--- src/rtl/exe_div_ctrl.sv ---
// Iterative restoring radix-2 divider for the EXE stage: div.w/mod.w/div.wu/mod.wu.
// Fixed 35-cycle latency from accept to out_valid; the result is held until MEM takes it.
//
// state  | meaning
// -------+-----------------------------------------------------------
// S_IDLE | ready for a request; req_ready high
// S_PREP | take magnitudes, record result signs, clear rem/cnt
// S_CALC | one quotient bit per cycle, 32 cycles, MSB first
// S_FIX  | apply signs and select quotient or remainder
// S_DONE | out_valid high, result held until out_ready
module exe_div_ctrl (
   input  logic        clk,
   input  logic        resetn,
   input  logic        req_valid,
   output logic        req_ready,
   input  logic [3:0]  req_op,
   input  logic [31:0] src1,
   input  logic [31:0] src2,
   input  logic        flush,
   output logic        busy,
   output logic        out_valid,
   input  logic        out_ready,
   output logic [31:0] result
);

   typedef enum logic [2:0] {
      S_IDLE,
      S_PREP,
      S_CALC,
      S_FIX,
      S_DONE
   } state_t;

   state_t      state_q, state_d;
   logic [3:0]  op_q, op_d;
   logic [31:0] dvd_q, dvd_d;
   logic [31:0] dvs_q, dvs_d;
   logic [31:0] rem_q, rem_d;
   logic [4:0]  cnt_q, cnt_d;
   logic        q_neg_q, q_neg_d;
   logic        r_neg_q, r_neg_d;
   logic [31:0] result_q, result_d;
   logic        req_ready_q, req_ready_d;
   logic        busy_q, busy_d;
   logic        out_valid_q, out_valid_d;

   logic [32:0] trial;
   logic [32:0] diff;
   logic        is_signed;
   logic        is_mod;
   logic [31:0] quo_fix;
   logic [31:0] rem_fix;

   always_comb begin
      state_d     = state_q;
      op_d        = op_q;
      dvd_d       = dvd_q;
      dvs_d       = dvs_q;
      rem_d       = rem_q;
      cnt_d       = cnt_q;
      q_neg_d     = q_neg_q;
      r_neg_d     = r_neg_q;
      result_d    = result_q;

      // The remainder stays below the divisor, so 32 bits of rem plus the next
      // dividend bit always fit the 33-bit trial value.
      trial     = {rem_q, dvd_q[31]};
      diff      = trial - {1'b0, dvs_q};
      is_signed = op_q[3] | op_q[2];
      is_mod    = op_q[2] | op_q[0];
      quo_fix   = q_neg_q ? (~dvd_q + 32'd1) : dvd_q;
      rem_fix   = r_neg_q ? (~rem_q + 32'd1) : rem_q;

      unique case (state_q)
         S_IDLE: begin
            if (req_valid && !flush) begin
               op_d    = req_op;
               dvd_d   = src1;
               dvs_d   = src2;
               state_d = S_PREP;
            end
         end
         S_PREP: begin
            rem_d   = 32'd0;
            cnt_d   = 5'd0;
            q_neg_d = 1'b0;
            r_neg_d = 1'b0;
            // Divide by zero keeps the raw dividend so the remainder comes out unchanged.
            if (is_signed && (dvs_q != 32'd0)) begin
               dvd_d   = dvd_q[31] ? (~dvd_q + 32'd1) : dvd_q;
               dvs_d   = dvs_q[31] ? (~dvs_q + 32'd1) : dvs_q;
               q_neg_d = dvd_q[31] ^ dvs_q[31];
               r_neg_d = dvd_q[31];
            end
            state_d = S_CALC;
         end
         S_CALC: begin
            if (!diff[32]) begin
               rem_d = diff[31:0];
               dvd_d = {dvd_q[30:0], 1'b1};
            end else begin
               rem_d = trial[31:0];
               dvd_d = {dvd_q[30:0], 1'b0};
            end
            cnt_d = cnt_q + 5'd1;
            if (cnt_q == 5'd31) begin
               state_d = S_FIX;
            end
         end
         S_FIX: begin
            result_d = is_mod ? rem_fix : quo_fix;
            state_d  = S_DONE;
         end
         S_DONE: begin
            if (out_ready) begin
               state_d = S_IDLE;
            end
         end
         default: state_d = S_IDLE;
      endcase

      if (flush) begin
         state_d = S_IDLE;
      end

      req_ready_d = (state_d == S_IDLE);
      busy_d      = (state_d != S_IDLE);
      out_valid_d = (state_d == S_DONE);
   end

   always_ff @(posedge clk or negedge resetn) begin
      if (!resetn) begin
         state_q     <= S_IDLE;
         op_q        <= 4'd0;
         dvd_q       <= 32'd0;
         dvs_q       <= 32'd0;
         rem_q       <= 32'd0;
         cnt_q       <= 5'd0;
         q_neg_q     <= 1'b0;
         r_neg_q     <= 1'b0;
         result_q    <= 32'd0;
         req_ready_q <= 1'b1;
         busy_q      <= 1'b0;
         out_valid_q <= 1'b0;
      end else begin
         state_q     <= state_d;
         op_q        <= op_d;
         dvd_q       <= dvd_d;
         dvs_q       <= dvs_d;
         rem_q       <= rem_d;
         cnt_q       <= cnt_d;
         q_neg_q     <= q_neg_d;
         r_neg_q     <= r_neg_d;
         result_q    <= result_d;
         req_ready_q <= req_ready_d;
         busy_q      <= busy_d;
         out_valid_q <= out_valid_d;
      end
   end

   assign req_ready = req_ready_q;
   assign busy      = busy_q;
   assign out_valid = out_valid_q;
   assign result    = result_q;

endmodule

--- config.mk ---
export PLATFORM = sky130hd
export DESIGN_NAME = exe_div_ctrl
export DESIGN_NICKNAME = d
export VERILOG_FILES = /design/src/rtl/exe_div_ctrl.sv
export SDC_FILE = /design/constraint.sdc
export NUM_CORES = 1
export LEC_CHECK = 0
export BUFFER_PORTS_ARGS = -buffer_cell sky130_fd_sc_hd__buf_2
export CORE_UTILIZATION = 25
export CTS_CLUSTER_DIAMETER = 150
export CTS_CLUSTER_SIZE = 8
export DETAILED_ROUTE_END_ITERATION = 10
export HOLD_SLACK_MARGIN = 0.05
export PLACE_DENSITY = 0.41
export SLEW_MARGIN = 20
export SYNTH_ARGS = -nofsm -noshare
export SYNTH_HDL_FRONTEND = slang
export SYNTH_SLANG_ARGS = --single-unit
--- constraint.sdc ---
create_clock -name clk -period 8.04 [get_ports clk]
set_clock_uncertainty 0.05 [all_clocks]
set_input_delay 0.402 -clock clk [delete_from_list [all_inputs] [get_ports clk]]
set_output_delay 0.402 -clock clk [all_outputs]
set_load 0.05 [all_outputs]
==> metrics <==
ys async rst share=1.00; final hold viol count=0; Pins Over Slew Limit=0; Leak=5.33 nW; Max Cap Viol=0; CTS H-Tree Depth=4; Most used DFF post-synth=dfrtp_1; DR iter-0 viols=877; critical path class=flop to flop; drt wl/cell=19.5 µm; ANT cells=0; Internal=0.00258 W; outcome=completed; Hold WS=114 ps; critical-path cell list=inv_1 -> ha_1 -> or3b_1 -> or3_1 -> nor4b_1 -> a41oi_1 -> nand2_1 -> and2_1 -> buf_4 -> a21oi_1 -> a21o_1; critical path's largest stage delay=720 ps; Syn-to-layout area delta=15.3%; Area contributors post-synth=dfrtp_1 (34%), o21ai_0 (9.3%), nand2_1 (5.5%); Yosys top cell area share=0.335; worst ir drop on vdd=0.141 mV; Clock power frac=0.166; R2R setup slack=3860 ps; Power Density=429 nW/µm²; post-DP HPWL=26800 µm; EDFF count, synth=0; share of cells above drive strength 1=0.135; final setup violation count=0; antenna violations before repair=1; top-count cell post-synth=o21ai_0; hold crit path type=input port to flop; sw frac=0.511; Psw=0.00270 W; Critical R2R Launch=dvs_q[1]; Routed Antenna Nets=0; CTS Buf Count=17; clock buffer depth=2; core area=42000 µm²; Worst-Skew Late Latency=450 ps; hold depth=2; vias in the first global route=9704; largest net degree at the start of global routing=84; clock transition at the registers of the reported paths=70 ps; CP Capture Type=flop; syn nets=1429; flops & latches, synth=144; Worst Slack Setup Final=3860 ps; length in cells of the worst reg-to-reg path=11; total chip power=0.00528 W; synthesized area per cell=8.10 µm²; final worst-path cycle share=0.520; pre-CTS WS=3930 ps; Total Die Area=43500 µm²; nets=1481; Crit-path slowest cell=and2_1; row count=75; clock root cell=clkbuf_16; Die Y-Extent=209 µm; WP data required=8330 ps; Ys Warns=0; post-synthesis cell type count=77; PortBufs=106; Setup TNS=0 ps; Gate power share=0.564; via count=10.2k; maximum fanout along the worst path=34; post-synth top area cell=dfrtp_1; Tmin final=4180 ps; Routed WL=37500 µm; synthesized netlist cell count=1317; capturing point of the worst reg2reg path=dvd_q[0]; Num Clock Sinks=144; Worst Tran Pin Value=1100 ps; Die W=209 µm; Post-synth top cells=o21ai_0 (198), nand2_1 (156), dfrtp_1 (143), nor2_1 (96), clkbuf_1 (80); first-pass GRT wire length=58600 µm; Post-Syn Area=10700 µm²; crit path launch=dvs_q[1]; gr ovfl total=0; CTS tree=done; fmax=239 MHz; Via density=5.31; initial core utilization=0.254; RSZ-0062 raised after global routing=no; drt drc=0; HP Start=src2[13]; critical path startpoint category=flop; CP Data Arrival Time=4470 ps; post-synthesis sequential area ratio=0.338; router iterations before antenna repair=6; Worst setup endpoint=dvd_q[0]; Reg power frac=0.269; IO Pins=108; total track usage=0.173; gpl congestion=0.795; Slew HR=0.266
## per-stage QoR
| step | utilization | area [µm²] | std cells |
|---|---|---|---|
| detailed placement | 0.278 | 11700 | 1888 |
| global placement | 0.278 | 11700 | 1888 |
| floorplan | - | 10700 | 1317 |
| global route | 0.293 | 12300 | 1921 |
| finish | 0.293 | 12300 | 1921 |
| CTS | 0.293 | 12300 | 1921 |
## routing by layer
metal | GRT usage | part of all wire | vias to the layer above
met5 | 0 | 0.00035 | -
met3 | 0.0313 | 0.048 | 27
li1 | - | - | 4971
met2 | 0.260 | 0.44 | 271
met4 | 0.0390 | 0.013 | 2
met1 | 0.256 | 0.50 | 4938
## power by group through the flow
| stage | sequential [W] | clock (W) | combinational, W |
|---|---|---|---|
| finish | 0.00142 | 0.000879 | 0.00298 |
| global route | 0.00148 | 0.000930 | 0.00330 |
| CTS | 0.00142 | 0.000902 | 0.00300 |
| detailed placement | 0.00143 | 0 | 0.00298 |
| global placement | 0.00143 | 0 | 0.00297 |
| floorplan | 0.00147 | 0 | 0.00207 |
## how the worst min path moves through the flow
stage	endpoint
3_5_place_dp	result[14]
2_1_floorplan	busy
5_1_grt	dvs_q[18]
6_report	dvs_q[13]
4_1_cts	dvs_q[18]
3_3_place_gp	result[17]
## final cells by class
type | count | area (µm²)
fillers | 4559 | 29700
multi-input cells | 1036 | 6560
flip-flops and latches | 144 | 3600
well taps | 539 | 674
repair buffers | 123 | 667
clock buffers | 17 | 425
clock inverters | 15 | 196
inverters | 47 | 176
## cell usage in the layout, fill, tap and decap left out, drive strengths merged, types with 6 or more instances in the layout
cell type	n
o21ai	202
nand2	156
dfrtp	143
buf	122
nor2	96
a21oi	64
inv	54
xor2	42
nor3	41
xnor2	39
ha	38
or3	25
mux2i	23
a32oi	21
a222oi	20
a21o	19
clkbuf	17
nand3	16
nand4	14
and3	14
nor4	14
a221oi	13
o31ai	13
or4	12
a211oi	11
o211ai	9
and2	9
o41ai	9
a22o	8
a31oi	8
nand3b	7
a221o	7
nand2b	6
o21a	6
a211o	6
mux2	6
or2	6
## cells by family (layout without fill, tap and decap cells)
logic type / count (synthesis) / in the layout / synth area share
AO/OA/AOI/OAI: 446 / 446 / 0.268
AND/OR/NAND/NOR: 441 / 441 / 0.204
flip-flops: 144 / 144 / 0.338
buffers and inverters: 137 / 202 / 0.0496
XOR/XNOR: 81 / 81 / 0.0665
adder cells (fa/ha/maj): 39 / 39 / 0.0464
multiplexers: 29 / 29 / 0.0279
## worst max-delay path: cells and delay by family, from the launching register on
kind / cells / cell delay [ps]
and+or+nand+nor: 5 / 2200
buffers and inverters: 2 / 600
AOI/OAI and AO/OA: 3 / 570
DFF: 1 / 440
adders and majority gates: 1 / 220
## sequential cells by signal, indices dropped and copies added, names as in the netlist, 3 cells and up
signal	flops
dvd_q	32
dvs_q	32
rem_q	32
result	32
cnt_q	5
op_q	3
state_q	3
## what timing repair did
| action | 4_1_cts | 5_1_grt |
|---|---|---|
| hold buffers | 1 | 0 |
| gates resized for setup | 0 | 0 |
| endpoints found under the hold margin | 81 | 0 |
| setup buffers | 0 | 0 |
(Power assumes the default switching activity.)
